--- src/rtl/wb_stage_multilane.sv ---
// Multi-issue writeback stage: retires LANES instructions per cycle with in-bundle
// exception priority (oldest lane first), stall hold, post-exception kill window and retire counter.
module wb_stage_multilane #(
  parameter int LANES    = 2,
  parameter int DATA_W   = 32,
  parameter int RADDR_W  = 5,
  parameter int PC_W     = 32,
  parameter int KILL_CYC = 1,
  parameter int CNT_W    = 64,
  localparam int LPKT    = 1 + 1 + RADDR_W + DATA_W + PC_W + 1 + 6 + 9 + 1,
  localparam int RFW     = 1 + RADDR_W + DATA_W
) (
  input  logic                       clk,
  input  logic                       reset,
  output logic                       wb_allowin,
  input  logic                       mem_to_wb_valid,
  input  logic [LANES*LPKT-1:0]      mem_to_wb_zip,
  input  logic                       wb_stall,
  output logic [LANES*RFW-1:0]       wb_rf_zip,
  output logic [LANES*PC_W-1:0]      debug_wb_pc,
  output logic [LANES*4-1:0]         debug_wb_rf_we,
  output logic [LANES*RADDR_W-1:0]   debug_wb_rf_wnum,
  output logic [LANES*DATA_W-1:0]    debug_wb_rf_wdata,
  output logic                       wb_ex_valid,
  output logic [PC_W-1:0]            wb_ex_pc,
  output logic [5:0]                 wb_ecode,
  output logic [8:0]                 wb_esubcode,
  output logic                       wb_is_ertn,
  output logic [CNT_W-1:0]           wb_retire_cnt
);

  localparam int O_ERTN  = 0;
  localparam int O_ESUB  = 1;
  localparam int O_ECODE = 10;
  localparam int O_EX    = 16;
  localparam int O_PC    = 17;
  localparam int O_WDATA = O_PC + PC_W;
  localparam int O_WADDR = O_WDATA + DATA_W;
  localparam int O_WE    = O_WADDR + RADDR_W;
  localparam int O_LV    = O_WE + 1;
  localparam int KCW     = (KILL_CYC > 1) ? $clog2(KILL_CYC) : 1;

  localparam logic [0:0] ST_RUN  = 1'b0;
  localparam logic [0:0] ST_KILL = 1'b1;

  logic                    vld_p1;
  logic [LANES*LPKT-1:0]   zip_p1;
  logic [0:0]              state;
  logic [KCW-1:0]          kcnt;
  logic [CNT_W-1:0]        retire_cnt;

  logic [LANES-1:0]        lv, we, ex, ertn, before_k, commit, fwd;
  logic [RADDR_W-1:0]      waddr [LANES];
  logic [DATA_W-1:0]       wdata [LANES];
  logic [PC_W-1:0]         pc    [LANES];
  logic [5:0]              ecode [LANES];
  logic [8:0]              esub  [LANES];

  logic                    run, retire, k_found, k_ex, k_ertn;
  logic [PC_W-1:0]         k_pc;
  logic [5:0]              k_ecode;
  logic [8:0]              k_esub;
  logic [CNT_W-1:0]        inc;

  // stage p1: decode the held bundle
  always_comb begin
    for (int i = 0; i < LANES; i++) begin
      lv[i]    = zip_p1[i*LPKT + O_LV];
      we[i]    = zip_p1[i*LPKT + O_WE];
      ex[i]    = zip_p1[i*LPKT + O_EX];
      ertn[i]  = zip_p1[i*LPKT + O_ERTN];
      waddr[i] = zip_p1[i*LPKT + O_WADDR +: RADDR_W];
      wdata[i] = zip_p1[i*LPKT + O_WDATA +: DATA_W];
      pc[i]    = zip_p1[i*LPKT + O_PC +: PC_W];
      ecode[i] = zip_p1[i*LPKT + O_ECODE +: 6];
      esub[i]  = zip_p1[i*LPKT + O_ESUB +: 9];
    end
  end

  // before_k[i] marks lanes strictly older than the first ex/ertn lane
  always_comb begin
    k_found  = 1'b0;
    k_ex     = 1'b0;
    k_ertn   = 1'b0;
    k_pc     = '0;
    k_ecode  = '0;
    k_esub   = '0;
    before_k = '0;
    for (int i = 0; i < LANES; i++) begin
      if (!k_found && lv[i] && (ex[i] || ertn[i])) begin
        k_found = 1'b1;
        k_ex    = ex[i];
        k_ertn  = ertn[i];
        k_pc    = pc[i];
        k_ecode = ecode[i];
        k_esub  = esub[i];
      end
      before_k[i] = ~k_found;
    end
  end

  assign run         = (state == ST_RUN);
  assign retire      = vld_p1 & ~wb_stall & run;
  assign wb_allowin  = ~vld_p1 | ~wb_stall | (state == ST_KILL);
  assign wb_ex_valid = retire & k_found & k_ex;
  assign wb_is_ertn  = retire & k_found & k_ertn & ~k_ex;
  assign wb_ex_pc    = k_pc;
  assign wb_ecode    = k_ecode;
  assign wb_esubcode = k_esub;
  assign wb_retire_cnt = retire_cnt;

  always_comb begin
    inc = '0;
    for (int i = 0; i < LANES; i++) begin
      if (lv[i] && before_k[i]) inc = inc + CNT_W'(1);
    end
    if (wb_is_ertn) inc = inc + CNT_W'(1);
  end

  always_comb begin
    commit            = '0;
    fwd               = '0;
    wb_rf_zip         = '0;
    debug_wb_pc       = '0;
    debug_wb_rf_we    = '0;
    debug_wb_rf_wnum  = '0;
    debug_wb_rf_wdata = '0;
    for (int i = 0; i < LANES; i++) begin
      commit[i] = retire & lv[i] & we[i] & before_k[i];
      // forwarded data is final even while the bundle is stalled
      fwd[i]    = vld_p1 & run & lv[i] & we[i] & before_k[i];
      wb_rf_zip[i*RFW +: RFW]                 = {fwd[i], waddr[i], wdata[i]};
      debug_wb_pc[i*PC_W +: PC_W]             = pc[i];
      debug_wb_rf_we[i*4 +: 4]                = {4{commit[i]}};
      debug_wb_rf_wnum[i*RADDR_W +: RADDR_W]  = waddr[i];
      debug_wb_rf_wdata[i*DATA_W +: DATA_W]   = wdata[i];
    end
  end

  // stage p0 -> p1: bundle capture
  always_ff @(posedge clk) begin
    if (reset) begin
      zip_p1 <= '0;
    end else if (wb_allowin && mem_to_wb_valid) begin
      zip_p1 <= mem_to_wb_zip;
    end
  end

  always_ff @(posedge clk) begin
    if (reset) begin
      vld_p1     <= 1'b0;
      state      <= ST_RUN;
      kcnt       <= '0;
      retire_cnt <= '0;
    end else if (state == ST_KILL) begin
      if (kcnt == '0) begin
        state  <= ST_RUN;
        vld_p1 <= 1'b0;
      end else begin
        kcnt   <= kcnt - KCW'(1);
        vld_p1 <= mem_to_wb_valid;
      end
    end else begin
      if (wb_allowin) vld_p1 <= mem_to_wb_valid;
      if (retire) retire_cnt <= retire_cnt + inc;
      if (retire && k_found && (KILL_CYC > 0)) begin
        state <= ST_KILL;
        kcnt  <= KCW'(KILL_CYC - 1);
      end
    end
  end

endmodule

--- config.mk ---
export PLATFORM = sky130hd
export DESIGN_NAME = wb_stage_multilane
export DESIGN_NICKNAME = d
export VERILOG_FILES = /design/src/rtl/wb_stage_multilane.sv
export SDC_FILE = /design/constraint.sdc
export NUM_CORES = 1
export LEC_CHECK = 0
export CAP_MARGIN = 20
export CORE_AREA = 2 2 200 202
export CTS_CLUSTER_SIZE = 10
export DETAILED_ROUTE_END_ITERATION = 7
export DIE_AREA = 0 0 202 204
export PLACE_DENSITY = 0.57
export RECOVER_POWER = 100
export SLEW_MARGIN = 20
export SYNTH_ARGS = -nofsm -noshare
export SYNTH_HDL_FRONTEND = slang
export SYNTH_SLANG_ARGS = --single-unit
--- constraint.sdc ---
create_clock -name clk -period 4.72 [get_ports clk]
set_input_delay 0.944 -clock clk [delete_from_list [all_inputs] [get_ports clk]]
set_output_delay 0.944 -clock clk [all_outputs]
set_load 0.01 [all_outputs]
==> impl_metrics.toml, run 1 <==
[run_status]
status = "complete, but fails checks"
violations = "max-capacitance violations, max-slew violations"

[power]
p_per_area_nw_per_um2 = 295.5
vdd_drop_max_v = 0.0002113
clkPwrFrac_pct = 41.1
combinationalPowerShare_pct = 13.3
p_seq_share_pct = 45.6
netSwitchingFraction_pct = 24.87
leakage_nw = 6.845
p_int_w = 0.003642
power.switching_w = 0.001205

[timing]
fmax_ghz = 0.2270
worst_slack_ps = 314.7
hold_viol_final = 0
drv_slew = 245
rsz0062_at_grt = "no"
finClkSkew_ps = 10.15
layout_worst_path_cycle_share_pct = 93.33
max_slew_margin_pct = -59.28
period_minus_slack_ps = 4405
worstMarginPinSlew_ps = 2389
finalSetupViolations = 0

[critical_path]
crit_end = "wb_retire_cnt[60]$_SDFFE_PP0P_"
crit_family = "simple AND/OR/NAND/NOR gates"
cp-start-kind = "input pin"
crit_buf_inv = 4
crit_arrival_ps = 4850
worst-path-stages = 14
crit_required_ps = 5170
reg2reg_slack_ps = 760
cp-end-kind = "flip-flop"
r2r-end = "wb_retire_cnt[60]$_SDFFE_PP0P_"
worstSetupPathType = "input pin to flip-flop"
cp_slowest_cell = "dlygate4sd3_1"
crit_path_start = "wb_stall"
crit_chain = "dlygate4sd3_1, or3b_4, a221oi_1, buf_4, xor2_1, ha_1, inv_1, fa_1, nand2b_1, a2111oi_4, buf_4, nand4_1, or4_1, a21oi_1"
reg2reg_depth = 12
max_stage_delay_ps = 580
r2r-start = "zip_p1[87]$_SDFFE_PP0P_"
cp_max_fo = 8
cp_common_cell = "buf_4"

[clock_tree]
clk_pin_slew_ps = 60
hold_buffers = 0
cts_buffers = 29
cts_num_sinks = 242
clock-root-buffer = "clkbuf_16"
cts_buffer_depth = 3
h-tree-depth = 1
clk_latency_ps = 540
post_cts_buffers = 0
cts_resized = 0
cts_tree = "built"

[placement]
routabilityCongestion = 0.8506
port_buffers = 515
placed_cells = 2221
place_hpwl_mm = 29.42
pre_cts_slack_ps = -88.80

[synthesis]
synth-edff-count = 0
synth_fp_nets = 1652
synth.top_cell.area_share_pct = 41.77
yosys_warnings = 0
synth_top_area_cell = "dfxtp_1"
synth_flop_cell = "dfxtp_1"
avgSynthCellArea_um2 = 7.911
syn_inst = 1466
synthDistinctLibCells = 56
synth_area_um2 = 11600
synth.area.top_cells = "dfxtp_1, buf_4, nand2_1"
synthArstFlopShare_pct = 0
seq_area_frac_synth_pct = 41.77
synth_seq_cells = 242

[routing]
vias_per_cell = 4.714
drtAntennaViolNets = 0
wl_per_cell_um = 17.96
wirelength_mm = 40.62
vias = 10660
drc = 0
dr.pass1.iters = 6
first_iter_violations = 603

[floorplan]
die_w_um = 202
initial_utilization_pct = 29.60
die_h_um = 204
io_pins = 516
rows = 73
die_area_um2 = 41210
core_um2 = 39180

[finish]
n_fill_cell = 3869
fin_cells = 2262
drive_above_1_share_pct = 4.152
nets = 1913
area_delta_synth_final_pct = 41.42

[worst_hold_path]
hold_path_class = "flip-flop to flip-flop"

[grt]
grt_antenna_before_repair = 6
grt_usage_pct = 18.61
grt_pass1_wl_mm = 61.07
grt_max_degree = 109
overflow = 0
grt_pass1_vias = 10140

[flow_run]
cap_violations = 3
## layer usage
metal | share of wire (%) | wire length (um) | vias up | track usage (%)
met5 | 0.086 | 35 | - | 0
met2 | 47 | 19270 | 381 | 30.62
met3 | 6.8 | 2765 | 75 | 4.656
met4 | 3.2 | 1306 | 6 | 6.513
li1 | - | - | 5195 | -
met1 | 42 | 17240 | 5007 | 23.69
## sequential cells by signal (all words and copies together), names as in the netlist
register       cells
state              1
wb_retire_cnt     64
zip_p1           176
vld_p1             1
## through the flow
step                      utilization [%]  total power [W]  cell area [um2]  hold slack (ps)  TNS, ps
after detailed placement            39.94         0.002949            15650            447.7   -304.4
after global placement              39.94         0.002941            15650            441.7   -37.10
after global routing                41.85         0.005074            16400            476.9        0
final                               41.86         0.004847            16400            452.5        0
after floorplan                         -         0.002624            11600            431.9        0
after CTS                           41.98         0.004982            16450            455.5        0
## worst reg2reg max path, delay by kind of cell (launching register included)
family | cells | cell delay [ps]
and+or+nand+nor | 4 | 1380
adders and majority gates | 3 | 920
AOI/OAI and AO/OA | 2 | 590
DFF | 1 | 500
buffers and inverters | 2 | 280
xor gates and xnor gates | 1 | 200
## cells in the final DEF, fill, tap and decap left out, drive strengths merged, types with 11 or more instances in the layout
cell type      count
nand2            378
nand4             27
xor2              22
dlygate4sd3      335
nand3             28
clkbuf            45
xnor2             12
nor2              62
a21oi            201
clkdlybuf4s50    179
and3              14
dfxtp            242
buf               12
inv               12
a22o              47
or3               11
## cell usage after synthesis (all sizes together), types with 3 or more instances
library cell / number
xnor2: 12
and2: 5
and4: 5
nor2: 62
nor4: 9
nand4: 27
or4: 6
inv: 12
clkbuf: 75
o41ai: 4
ha: 5
or3: 11
dfxtp: 242
a22o: 47
and3: 14
nand3: 28
buf: 230
nand2: 378
nand2b: 7
o21ai: 10
nor3: 8
mux2: 7
o31ai: 5
xor2: 22
a21oi: 201
a31o: 3
nor2b: 9
## how the worst min path moves through the flow
stage / start / end / slack [ps] / cells after the start
after floorplan: zip_p1[86]$_SDFFE_PP0P_ / zip_p1[86]$_SDFFE_PP0P_ / 430 / 2
after global placement: zip_p1[101]$_SDFFE_PP0P_ / zip_p1[101]$_SDFFE_PP0P_ / 440 / 2
after detailed placement: zip_p1[95]$_SDFFE_PP0P_ / zip_p1[95]$_SDFFE_PP0P_ / 450 / 2
after CTS: zip_p1[95]$_SDFFE_PP0P_ / zip_p1[95]$_SDFFE_PP0P_ / 460 / 2
after global routing: zip_p1[91]$_SDFFE_PP0P_ / zip_p1[91]$_SDFFE_PP0P_ / 480 / 2
final: zip_p1[100]$_SDFFE_PP0P_ / zip_p1[100]$_SDFFE_PP0P_ / 450 / 2
## area by class of cell
type	count	area, um2	area share (%)
antenna	3	7.507	0.04577
tap	525	656.9	4.005
sequential	242	4845	29.54
multi-input combinational	907	4735	28.87
timing repair buffer	535	5311	32.38
clock inverter	2	38.79	0.2365
inverter	12	45.04	0.2746
clock buffer	36	762.0	4.646
## cell families after synthesis
| group | after synthesis | share of synthesized area, % |
|---|---|---|
| DFF | 242 | 41.77 |
| xor gates and xnor gates | 34 | 2.568 |
| and+or+nand+nor | 581 | 22.44 |
| buffers and inverters | 317 | 17.49 |
| adders and majority gates | 6 | 0.7121 |
| AOI/OAI and AO/OA | 278 | 14.25 |
| muxes | 8 | 0.7660 |
## power groups by stage
| stage | sequential, W | clock, W | combinational, W |
|---|---|---|---|
| floorplan | 0.00223 | 0 | 0.000399 |
| global placement | 0.00225 | 0 | 0.000688 |
| detailed placement | 0.00226 | 0 | 0.000693 |
| CTS | 0.00221 | 0.00207 | 0.000696 |
| global route | 0.00222 | 0.00215 | 0.000705 |
| finish | 0.00221 | 0.00199 | 0.000646 |
Power figures use the tool's default switching activity.
==> run 2: changes to the inputs <==
Settings changed: CTS_CLUSTER_DIAMETER from default to 40.
==> impl_metrics.toml, run 2 (synthesis gave the netlist of run 1 again) <==
[critical_path]
worstSetupPathType = "input pin to flip-flop"
crit_chain = "dlygate4sd3_1, or3b_4, a221oi_1, buf_4, xor2_1, ha_1, inv_1, fa_1, nand2b_1, a2111oi_4, buf_4, nand4_1, or4_1, a21oi_1"
crit_buf_inv = 4
cp_max_fo = 8
cp_slowest_cell = "dlygate4sd3_1"
cp_common_cell = "buf_4"
crit_required_ps = 5180
reg2reg_depth = 12
cp-end-kind = "flip-flop"
reg2reg_slack_ps = 780
crit_family = "simple AND/OR/NAND/NOR gates"
r2r-start = "zip_p1[87]$_SDFFE_PP0P_"
cp-start-kind = "input pin"
r2r-end = "wb_retire_cnt[60]$_SDFFE_PP0P_"
crit_arrival_ps = 4850
max_stage_delay_ps = 580

[clock_tree]
clk_latency_ps = 560
post_cts_buffers = 0
clk_pin_slew_ps = 50
hold_buffers = 0
cts_tree = "built"
h-tree-depth = 2
cts_resized = 0
cts_buffer_depth = 3
clock-root-buffer = "clkbuf_16"
cts_buffers = 43
cts_num_sinks = 242

[power]
p_per_area_nw_per_um2 = 359.3
leakage_nw = 7.216
vdd_drop_max_v = 0.0002126

[run_status]
violations = "max-capacitance violations, max-slew violations"
status = "complete, but fails checks"

[finish]
n_fill_cell = 3826
final_cell_mix = "nand2_1, dlygate4sd3_1, dfxtp_1"
nets = 1927
top_register = "zip_p1"
largest_reg_flops = 176
area_delta_synth_final_pct = 47.89
layout_commonest_cell = "nand2_1"
drive_above_1_share_pct = 6.419
fin_cells = 2304

[timing]
fmax_ghz = 0.2275
finalSetupViolations = 0
rsz0062_at_grt = "no"
layout_worst_path_cycle_share_pct = 93.13
max_slew_margin_pct = -58.95
worst_slack_ps = 324.5
finClkSkew_ps = 18.73
period_minus_slack_ps = 4396
fin_tns_setup_ps = 0
hold_viol_final = 0
drv_slew = 245
worstMarginPinSlew_ps = 2384

[floorplan]
core_um2 = 39180
initial_utilization_pct = 29.60
die_area_um2 = 41210
io_pins = 516
die_w_um = 202
die_h_um = 204
rows = 73

[grt]
grt_antenna_before_repair = 6
overflow = 0
grt_pass1_wl_mm = 61.73
grt_max_degree = 109
grt_usage_pct = 18.96
grt_pass1_vias = 10360

[routing]
first_iter_violations = 596
wl_per_cell_um = 17.72
vias_per_cell = 4.664
drtAntennaViolNets = 0
wirelength_mm = 40.84
vias = 10750
drc = 0
dr.pass1.iters = 4

[placement]
place_hpwl_mm = 29.42
routabilityCongestion = 0.8506
pre_cts_slack_ps = -88.80
placed_cells = 2221
port_buffers = 515

[worst_hold_path]
hold_path_class = "flip-flop to flip-flop"
min_from = "zip_p1[98]$_SDFFE_PP0P_"
min_to = "zip_p1[98]$_SDFFE_PP0P_"
whs_path_depth = 2

[flow_run]
cap_violations = 3
==> run 2: layer usage <==
layer | GRT usage [%] | wire length (um) | vias up
met2 | 30.95 | 19370 | 402
met5 | 0 | 35 | -
met4 | 7.012 | 1227 | 6
met3 | 5.437 | 2972 | 77
li1 | - | - | 5250
met1 | 23.75 | 17230 | 5012
==> run 2: report_power, final <==
part	internal (W)	total [W]	switching, W
Combinational	0.000343	0.000646	0.000303
Sequential	0.00214	0.00221	0.0000729
Clock	0.00222	0.00331	0.00109
Total	0.00470	0.00616	0.00146
==> run 2: worst max path at each step <==
stage / startpoint / end / cells past startpoint
6_report: wb_stall / wb_retire_cnt[60]$_SDFFE_PP0P_ / 14
5_1_grt: wb_stall / wb_retire_cnt[60]$_SDFFE_PP0P_ / 14
2_1_floorplan: wb_stall / wb_retire_cnt[62]$_SDFFE_PP0P_ / 13
4_1_cts: wb_stall / wb_retire_cnt[60]$_SDFFE_PP0P_ / 14
3_3_place_gp: wb_stall / wb_retire_cnt[60]$_SDFFE_PP0P_ / 14
3_5_place_dp: wb_stall / wb_retire_cnt[60]$_SDFFE_PP0P_ / 14
==> run 2: layout make-up <==
| class | count | area (um2) | share of cell area [%] |
|---|---|---|---|
| Antenna cell | 3 | 7.507 | 0.04377 |
| Clock buffer | 57 | 1230 | 7.171 |
| Sequential cell | 242 | 4845 | 28.25 |
| Inverter | 12 | 45.04 | 0.2626 |
| Multi-Input combinational cell | 907 | 4735 | 27.60 |
| Timing Repair Buffer | 535 | 5308 | 30.95 |
| Tap cell | 525 | 656.9 | 3.830 |
| Clock inverter | 23 | 325.3 | 1.897 |
==> run 2: tightest hold or removal path, delay by kind of cell (launching register included) <==
kind	cells	cell delay (ps)
compound gates	1	50
flops	1	300
simple gates	1	50
==> run 2: stage by stage <==
step	instance area, um2	utilization (%)	power (W)	hold slack [ps]
3_5_place_dp	15650	39.94	0.002949	447.7
6_report	17150	43.77	0.006162	452.1
2_1_floorplan	11600	-	0.002624	431.9
4_1_cts	17200	43.91	0.006291	454.2
5_1_grt	17150	43.77	0.006402	475.9
3_3_place_gp	15650	39.94	0.002941	441.7
